===== config.mk =====
export PLATFORM = sky130hd
export DESIGN_NAME = xor_32bit_unit
export DESIGN_NICKNAME = d
export VERILOG_FILES = /design/src/rtl/xor_32bit_pkg.sv /design/src/rtl/xor_32bit_unit_popcount_32.sv /design/src/rtl/xor_32bit_unit.sv
export SDC_FILE = /design/constraint.sdc
export NUM_CORES = 1
export LEC_CHECK = 0
export ABC_AREA = 1
export ABC_CLOCK_PERIOD_IN_PS = 7000
export BUFFER_PORTS_ARGS = -buffer_cell sky130_fd_sc_hd__buf_2
export CAP_MARGIN = 20
export CORE_UTILIZATION = 45
export CTS_CLUSTER_DIAMETER = 120
export CTS_CLUSTER_SIZE = 8
export DETAILED_ROUTE_END_ITERATION = 10
export GPL_TIMING_DRIVEN = 0
export PLACE_DENSITY_LB_ADDON = 0.3
export SKIP_LAST_GASP = 1
export SYNTH_ARGS = -nofsm -noshare
export SYNTH_HDL_FRONTEND = slang
export SYNTH_SLANG_ARGS = --single-unit

===== constraint.sdc =====
create_clock -name clk_i -period 7 [get_ports clk_i]
set_input_delay 1.4 -clock clk_i [delete_from_list [all_inputs] [get_ports clk_i]]
set_output_delay 1.4 -clock clk_i [all_outputs]
set_load 0.01 [all_outputs]

===== src/rtl/xor_32bit_pkg.sv =====
// ---------------------------------------------------------------------------
// xor_32bit_pkg
//   Shared constants for the XOR datapath block.
//   XOR_WIDTH : default operand/result width.
//   XOR_CNT_W : width needed to count 0..XOR_WIDTH set bits.
// ---------------------------------------------------------------------------
package xor_32bit_pkg;

  localparam int XOR_WIDTH = 32;
  localparam int XOR_CNT_W = $clog2(XOR_WIDTH + 1);

endpackage : xor_32bit_pkg


===== src/rtl/xor_32bit_unit_popcount_32.sv =====
// ---------------------------------------------------------------------------
// popcount_32
//   Purely combinational population count, built as a balanced binary adder
//   tree. Leaves are padded with zeros up to the next power of two, so any
//   WIDTH >= 1 works.
//
//   Ports
//     vec_i  in  WIDTH  vector to count
//     cnt_o  out CNT_W  number of 1 bits in vec_i
// ---------------------------------------------------------------------------
module popcount_32
  import xor_32bit_pkg::*;
#(
  parameter  int WIDTH = XOR_WIDTH,
  localparam int CNT_W = $clog2(WIDTH + 1)
) (
  input  logic [WIDTH-1:0] vec_i,
  output logic [CNT_W-1:0] cnt_o
);

  localparam int LEVELS = (WIDTH > 1) ? $clog2(WIDTH) : 0;
  localparam int N      = 1 << LEVELS;

  // Heap-ordered tree: node k sums children 2k and 2k+1, leaves at N..2N-1,
  // root at 1. Every node is CNT_W wide; no partial sum can exceed WIDTH.
  logic [2*N-1:1][CNT_W-1:0] tree;

  genvar i, k;
  generate
    for (i = 0; i < N; i++) begin : g_leaf
      if (i < WIDTH) begin : g_bit
        assign tree[N+i] = CNT_W'(vec_i[i]);
      end else begin : g_pad
        assign tree[N+i] = '0;
      end
    end

    for (k = 1; k < N; k++) begin : g_node
      assign tree[k] = tree[2*k] + tree[2*k+1];
    end
  endgenerate

  assign cnt_o = tree[1];

endmodule : popcount_32


===== src/rtl/xor_32bit_unit.sv =====
// ---------------------------------------------------------------------------
// xor_32bit_unit
//   Bitwise XOR datapath. c_o is the combinational result; a one-cycle
//   registered side stage captures the result with zero/parity/popcount
//   flags and a valid pulse for pipelined consumers.
//
//   Optional feature (macro XOR_32BIT_CHECKSUM_EN): adds clr_i and acc_o,
//   a running XOR checksum over every accepted result.
//
//   Ports
//     clk_i      in  1      clock, rising edge
//     rst_i      in  1      synchronous reset, active high
//     a_i, b_i   in  WIDTH  operands
//     c_o        out WIDTH  a_i ^ b_i (combinational)
//     valid_i    in  1      capture request
//     valid_o    out 1      registered result valid (one-cycle pulse)
//     c_q_o      out WIDTH  registered result
//     zero_q_o   out 1      registered result == 0
//     parity_q_o out 1      registered reduction XOR of result
//     ones_q_o   out CNT_W  registered popcount of result
//     clr_i      in  1      checksum clear        (checksum build only)
//     acc_o      out WIDTH  running XOR checksum  (checksum build only)
// ---------------------------------------------------------------------------
module xor_32bit_unit
  import xor_32bit_pkg::*;
#(
  parameter  int WIDTH = XOR_WIDTH,
  localparam int CNT_W = $clog2(WIDTH + 1)
) (
  input  logic             clk_i,
  input  logic             rst_i,
  input  logic [WIDTH-1:0] a_i,
  input  logic [WIDTH-1:0] b_i,
  output logic [WIDTH-1:0] c_o,
  input  logic             valid_i,
  output logic             valid_o,
  output logic [WIDTH-1:0] c_q_o,
  output logic             zero_q_o,
  output logic             parity_q_o,
  output logic [CNT_W-1:0] ones_q_o
`ifdef XOR_32BIT_CHECKSUM_EN
  ,
  input  logic             clr_i,
  output logic [WIDTH-1:0] acc_o
`endif
);

  // Combinational result; also feeds the registered stage.
  logic [WIDTH-1:0] x;
  logic [CNT_W-1:0] ones;

  assign x   = a_i ^ b_i;
  assign c_o = x;

  popcount_32 #(.WIDTH(WIDTH)) u_popcount (
    .vec_i (x),
    .cnt_o (ones)
  );

  // -------------------------------------------------------------------------
  // Registered stage
  // -------------------------------------------------------------------------
  logic             valid_d,  valid_q;
  logic [WIDTH-1:0] c_d,      c_q;
  logic             zero_d,   zero_q;
  logic             parity_d, parity_q;
  logic [CNT_W-1:0] ones_d,   ones_q;

  always_comb begin
    valid_d  = 1'b0;           // pulse: drops unless a new capture arrives
    c_d      = c_q;
    zero_d   = zero_q;
    parity_d = parity_q;
    ones_d   = ones_q;
    if (valid_i) begin
      valid_d  = 1'b1;
      c_d      = x;
      // Compare operands directly so X/Z on either side shows up in the flag.
      zero_d   = (a_i == b_i);
      parity_d = ^x;
      ones_d   = ones;
    end
  end

  always_ff @(posedge clk_i) begin
    if (rst_i) begin
      valid_q  <= 1'b0;
      c_q      <= '0;
      zero_q   <= 1'b1;        // reset result is 0, so the zero flag is set
      parity_q <= 1'b0;
      ones_q   <= '0;
    end else begin
      valid_q  <= valid_d;
      c_q      <= c_d;
      zero_q   <= zero_d;
      parity_q <= parity_d;
      ones_q   <= ones_d;
    end
  end

  assign valid_o    = valid_q;
  assign c_q_o      = c_q;
  assign zero_q_o   = zero_q;
  assign parity_q_o = parity_q;
  assign ones_q_o   = ones_q;

`ifdef XOR_32BIT_CHECKSUM_EN
  // -------------------------------------------------------------------------
  // Running checksum. Reset and clr_i both win over an accepted result.
  // -------------------------------------------------------------------------
  logic [WIDTH-1:0] acc_d, acc_q;

  always_comb begin
    acc_d = acc_q;
    if (clr_i) begin
      acc_d = '0;
    end else if (valid_i) begin
      acc_d = acc_q ^ x;
    end
  end

  always_ff @(posedge clk_i) begin
    if (rst_i) begin
      acc_q <= '0;
    end else begin
      acc_q <= acc_d;
    end
  end

  assign acc_o = acc_q;
`endif

endmodule : xor_32bit_unit


# Word-level counts from Yosys, hierarchy flattened
# Cells that the tools add are included.
# word_totals
regBits,41
in_bits,67
out_inout_bits,73
elab_cells,40
# classes
add_sub_neg,31
n_eq_ne,1
muxes,1
bitwise_logic,1
n_reduce_logical,1
# ops
operator,n
adder 1 x 1 -> 2 bit,16
equality test 32 bit,1
parity 32 bit,1
bitwise XOR 32 bit,1
adder 2 x 2 -> 3 bit,8
adder 3 x 3 -> 4 bit,4
adder 4 x 4 -> 5 bit,2
adder 5 x 5 -> 6 bit,1
2-to-1 mux 1 bit,1

# Logic depth before layout (Yosys ltp)
# logic_depth
word_depth,6
mapped_depth,19
ltp_nobuf,19

# Hierarchy
# Synthesis repeated with hierarchy kept, for this count alone.
# hier_totals
cells_unflattened,523
hier_area_um2,3694.8
# modules_own_cells
module,instances,cells_per_inst,area_each_um2,seq_area_each_um2
xor_32bit_unit,1,407,2600.0,820.8
popcount_32,1,116,1094.8,0.0

# Worst setup path after synthesis
# OpenSTA, ideal clock, no wires.
# synth_timing
path_kind,input to register
start,input port b_i[0]
end,"register ones_q[4], in the netlist ones_q_o[4]"
setup_ns,0.070
arrival_time_ns,6.062
required_time_ns,6.930
path_slack_ns,0.869
path_stages,18
n_path_buf,0
path_cell_list,xor2_1 > inv_1 > fa_1 > inv_1 > fa_1 > fa_1 > fa_1 > inv_1 > fa_1 > fa_1 > inv_1 > ha_1 > inv_1 > fa_1 > o21ai_0 > a21oi_1 > xor2_1 > a21oi_1
# synth_via
elab_chain_cells,6
# synth_lines
element,line,rtl
start: declaration,xor_32bit_unit.sv:33,"input logic [WIDTH-1:0] b_i,"
bitwise XOR 32 bit,xor_32bit_unit.sv:52,assign x = a_i ^ b_i;
adder 1 x 1 -> 2 bit,xor_32bit_unit_popcount_32.sv:39,assign tree[k] = tree[2*k] + tree[2*k+1];
adder 2 x 2 -> 3 bit,xor_32bit_unit_popcount_32.sv:39,
adder 3 x 3 -> 4 bit,xor_32bit_unit_popcount_32.sv:39,
adder 4 x 4 -> 5 bit,xor_32bit_unit_popcount_32.sv:39,
adder 5 x 5 -> 6 bit,xor_32bit_unit_popcount_32.sv:39,
end signal: assignment,xor_32bit_unit.sv:97,ones_q <= ones_d;
end: declaration,xor_32bit_unit.sv:67,"logic [CNT_W-1:0] ones_d, ones_q;"
# No other way between the ends.
# A chain may end at the register's enable or synchronous reset.

# Final worst setup path
# layout_timing
start,input port b_i[19]
end,"register ones_q[4], in the netlist ones_q_o[4]"
# Same word-level chain as after synthesis.

==> impl_metrics.env <==
export IMPL_yosysSeqAreaShare_pct=25.00
export IMPL_grt_pass1_wl_um=13260
export IMPL_setup_worst_path_start_class="input port"
export IMPL_cts_made_buffers=5
export IMPL_ff2ff_setup_slack_ns=6.35
export IMPL_worstMarginPinSlew_ns=0.5097
export IMPL_rows=30
export IMPL_hold_violations=0
export IMPL_area_delta_synth_final_pct=27.86
export IMPL_dp_hpwl_um=6912
export IMPL_ir_worst_vdd_mv=0.3437
export IMPL_layout_commonest_cell="buf_2"
export IMPL_final_max_slew_viol_count=0
export IMPL_avgRoutedWirePerCell_um=12.06
export IMPL_core_region_area_um2=6907
export IMPL_cpPeakStageDelay_ns=0.57
export IMPL_fin_skew_ns=0
export IMPL_grt_max_degree=13
export IMPL_status="completed"
export IMPL_critPathCaptureType="flip-flop"
export IMPL_ff2ff_path_depth=2
export IMPL_layout_drive_gt1_share_pct=27.27
export IMPL_hold_end="zero_q_o"
export IMPL_dr_pass1_iters=4
export IMPL_die_h_um=87.42
export IMPL_final_cell_mix="buf_2, nand2_1, inv_1"
export IMPL_cts_root_buf="clkbuf_8"
export IMPL_cts_resized=0
export IMPL_antenna_found_initial=0
export IMPL_cellPowerDensity_nw_per_um2=433.8
export IMPL_ios=140
export IMPL_netlist_area_um2=3283
export IMPL_finalPower_mw=1.821
export IMPL_clock_fmax_ghz=0.1651
export IMPL_viasPerCell=4.705
export IMPL_die_x_um=87.42
export IMPL_clk_pin_slew_ns=0.08
export IMPL_synth_nets=552
export IMPL_multi_input_area_um2=1953
export IMPL_gp_congestion=0.8158
export IMPL_cp_arrival_ns=6.24
export IMPL_drt_iter0_markers=103
export IMPL_critPathMaxFanout=4
export IMPL_slowest_stage="fa_1"
export IMPL_grt_overflow_total=0
export IMPL_final_setup_tns_ns=0
export IMPL_fin_crit_sh_pct=86.52
export IMPL_seqCellArea_um2=820.8
export IMPL_synth_top_area_share_pct=25.00
export IMPL_synthTopCellsByArea="dfxtp_1, fa_1, nand2_1"
export IMPL_worstHoldPathCells=2
export IMPL_cp_common_cell="fa_1"
export IMPL_synth_top_area_cell="dfxtp_1"
export IMPL_nNetsFinal=697
export IMPL_slew_headroom_pct=65.78
export IMPL_cts_tree="built"
export IMPL_worstSetupPathType="input port to flip-flop"
export IMPL_leakage_nw=2.575
export IMPL_yosys_warnings=0
export IMPL_rsz0062_at_grt="no"
export IMPL_period_needed_ns=6.056
export IMPL_worstHoldStart="zero_q_o"
export IMPL_worstPathRequired_ns=7.19
export IMPL_setup_viol=0
export IMPL_crit_path_start="b_i[19]"
export IMPL_antenna_left=0
export IMPL_syn_inst=438
export IMPL_grt_pass1_vias=3105
export IMPL_die_area_um2=7641
export IMPL_path_cells="buf_2 > xnor2_1 > fa_1 > fa_1 > fa_1 > inv_1 > fa_1 > inv_1 > fa_1 > fa_1 > inv_1 > ha_1 > inv_1 > fa_1 > o21ai_0 > a21oi_1 > xor2_1 > a21oi_1"
export IMPL_fillers=679
export IMPL_drt_wl_total_um=8190
export IMPL_grt_util_all_layers_pct=22.17
export IMPL_h_tree_depth=2
export IMPL_synth_seq_cells=41
export IMPL_insertion_delay_ns=0.29
export IMPL_dr_total_vias=3195
export IMPL_cts_sinks=41
export IMPL_hold_class="flip-flop to flip-flop"
export IMPL_syn_mean_instance_area_um2=7.496
export IMPL_clockBufferDepth=2
export IMPL_io_buffer_count=138
export IMPL_r2r_end="c_q_o[5]"
export IMPL_cap_viol_max_count=0
export IMPL_cts_setup_buffers=0
export IMPL_yosys_cell_types_count=22
export IMPL_worstReg2RegStart="c_q_o[5]"
export IMPL_hold_buffers=0
export IMPL_post_route_drc_count=0
export IMPL_n_antenna_cell=0
export IMPL_start_util_pct=47.54
## where the power goes
group / total, mW / switching (mW) / internal, mW
registers: 0.277 / 0.0132 / 0.264
clock network: 0.184 / 0.0806 / 0.104
logic: 1.36 / 0.773 / 0.587
## cells in the mapped netlist, drive strengths merged
cell	instances
nand2	116
inv	115
dfxtp	41
o211ai	34
xnor2	26
fa	24
ha	23
nor2	15
xor2	10
buf	9
o21ai	6
nand3	5
a21oi	4
clkbuf	4
nand4	4
nor4	1
or2	1
## flip-flops by register name, summed over array words and instances (netlist names)
name and cells:
c_q_o 32, ones_q_o 6, parity_q_o 1, valid_o 1
zero_q_o 1
## worst max-delay path by stage
stage | to | slack, ns | cells after the start
5_1_grt | ones_q_o[4] | 0.61 | 19
6_report | ones_q_o[4] | 0.94 | 18
3_5_place_dp | ones_q_o[4] | 0.60 | 19
3_3_place_gp | ones_q_o[4] | 0.63 | 18
4_1_cts | ones_q_o[4] | 0.90 | 19
2_1_floorplan | ones_q_o[4] | 0.87 | 18
## worst max-delay path: cells and delay by family
family / cells / cell delay (ns)
AO/OA/AOI/OAI: 3 / 0.34
buffers and inverters: 5 / 0.33
adder cells (fa/ha/maj): 8 / 3.63
XOR/XNOR: 2 / 0.53
## area by class of cell
cell class              instances  area share [%]
multi-input cells             269           46.53
flip-flops and latches         41           19.55
repair buffers                138           16.45
inverters                     115           10.28
well taps                      96           2.861
plain buffers                  13           1.848
clock buffers                   5           1.639
clock inverters                 2          0.8346
## stage by stage
step                setup slack, ns  std cells  area (µm²)  hold WS [ns]  util [%]
floorplan                    0.8687        438        3283        0.5022         -
global placement             0.6310        672        4094        0.4577     59.28
detailed placement           0.6044        672        4094        0.4607     59.28
CTS                          0.8995        679        4198        0.4823     60.78
global route                 0.6076        679        4198        0.4927     60.78
finish                       0.9439        679        4198        0.4787     60.78
## cells by family after synthesis
kind of cell	count (synthesis)	synth area share (%)
AND/OR/NAND/NOR	142	17.19
buffers and inverters	128	15.51
adder cells (fa/ha/maj)	47	23.40
XOR/XNOR	36	9.604
flip-flops	41	25.00
AO/OA/AOI/OAI	44	9.299
## routing by layer
layer / wire length, µm / global-route usage [%] / vias to the layer above
li1: - / - / 1599
met1: 3439 / 25.81 / 1466
met2: 4070 / 41.19 / 118
met3: 581 / 4.645 / 12
met4: 98 / 5.365 / 0
met5: 0 / 0 / -
Power figures use the tool's default switching activity.
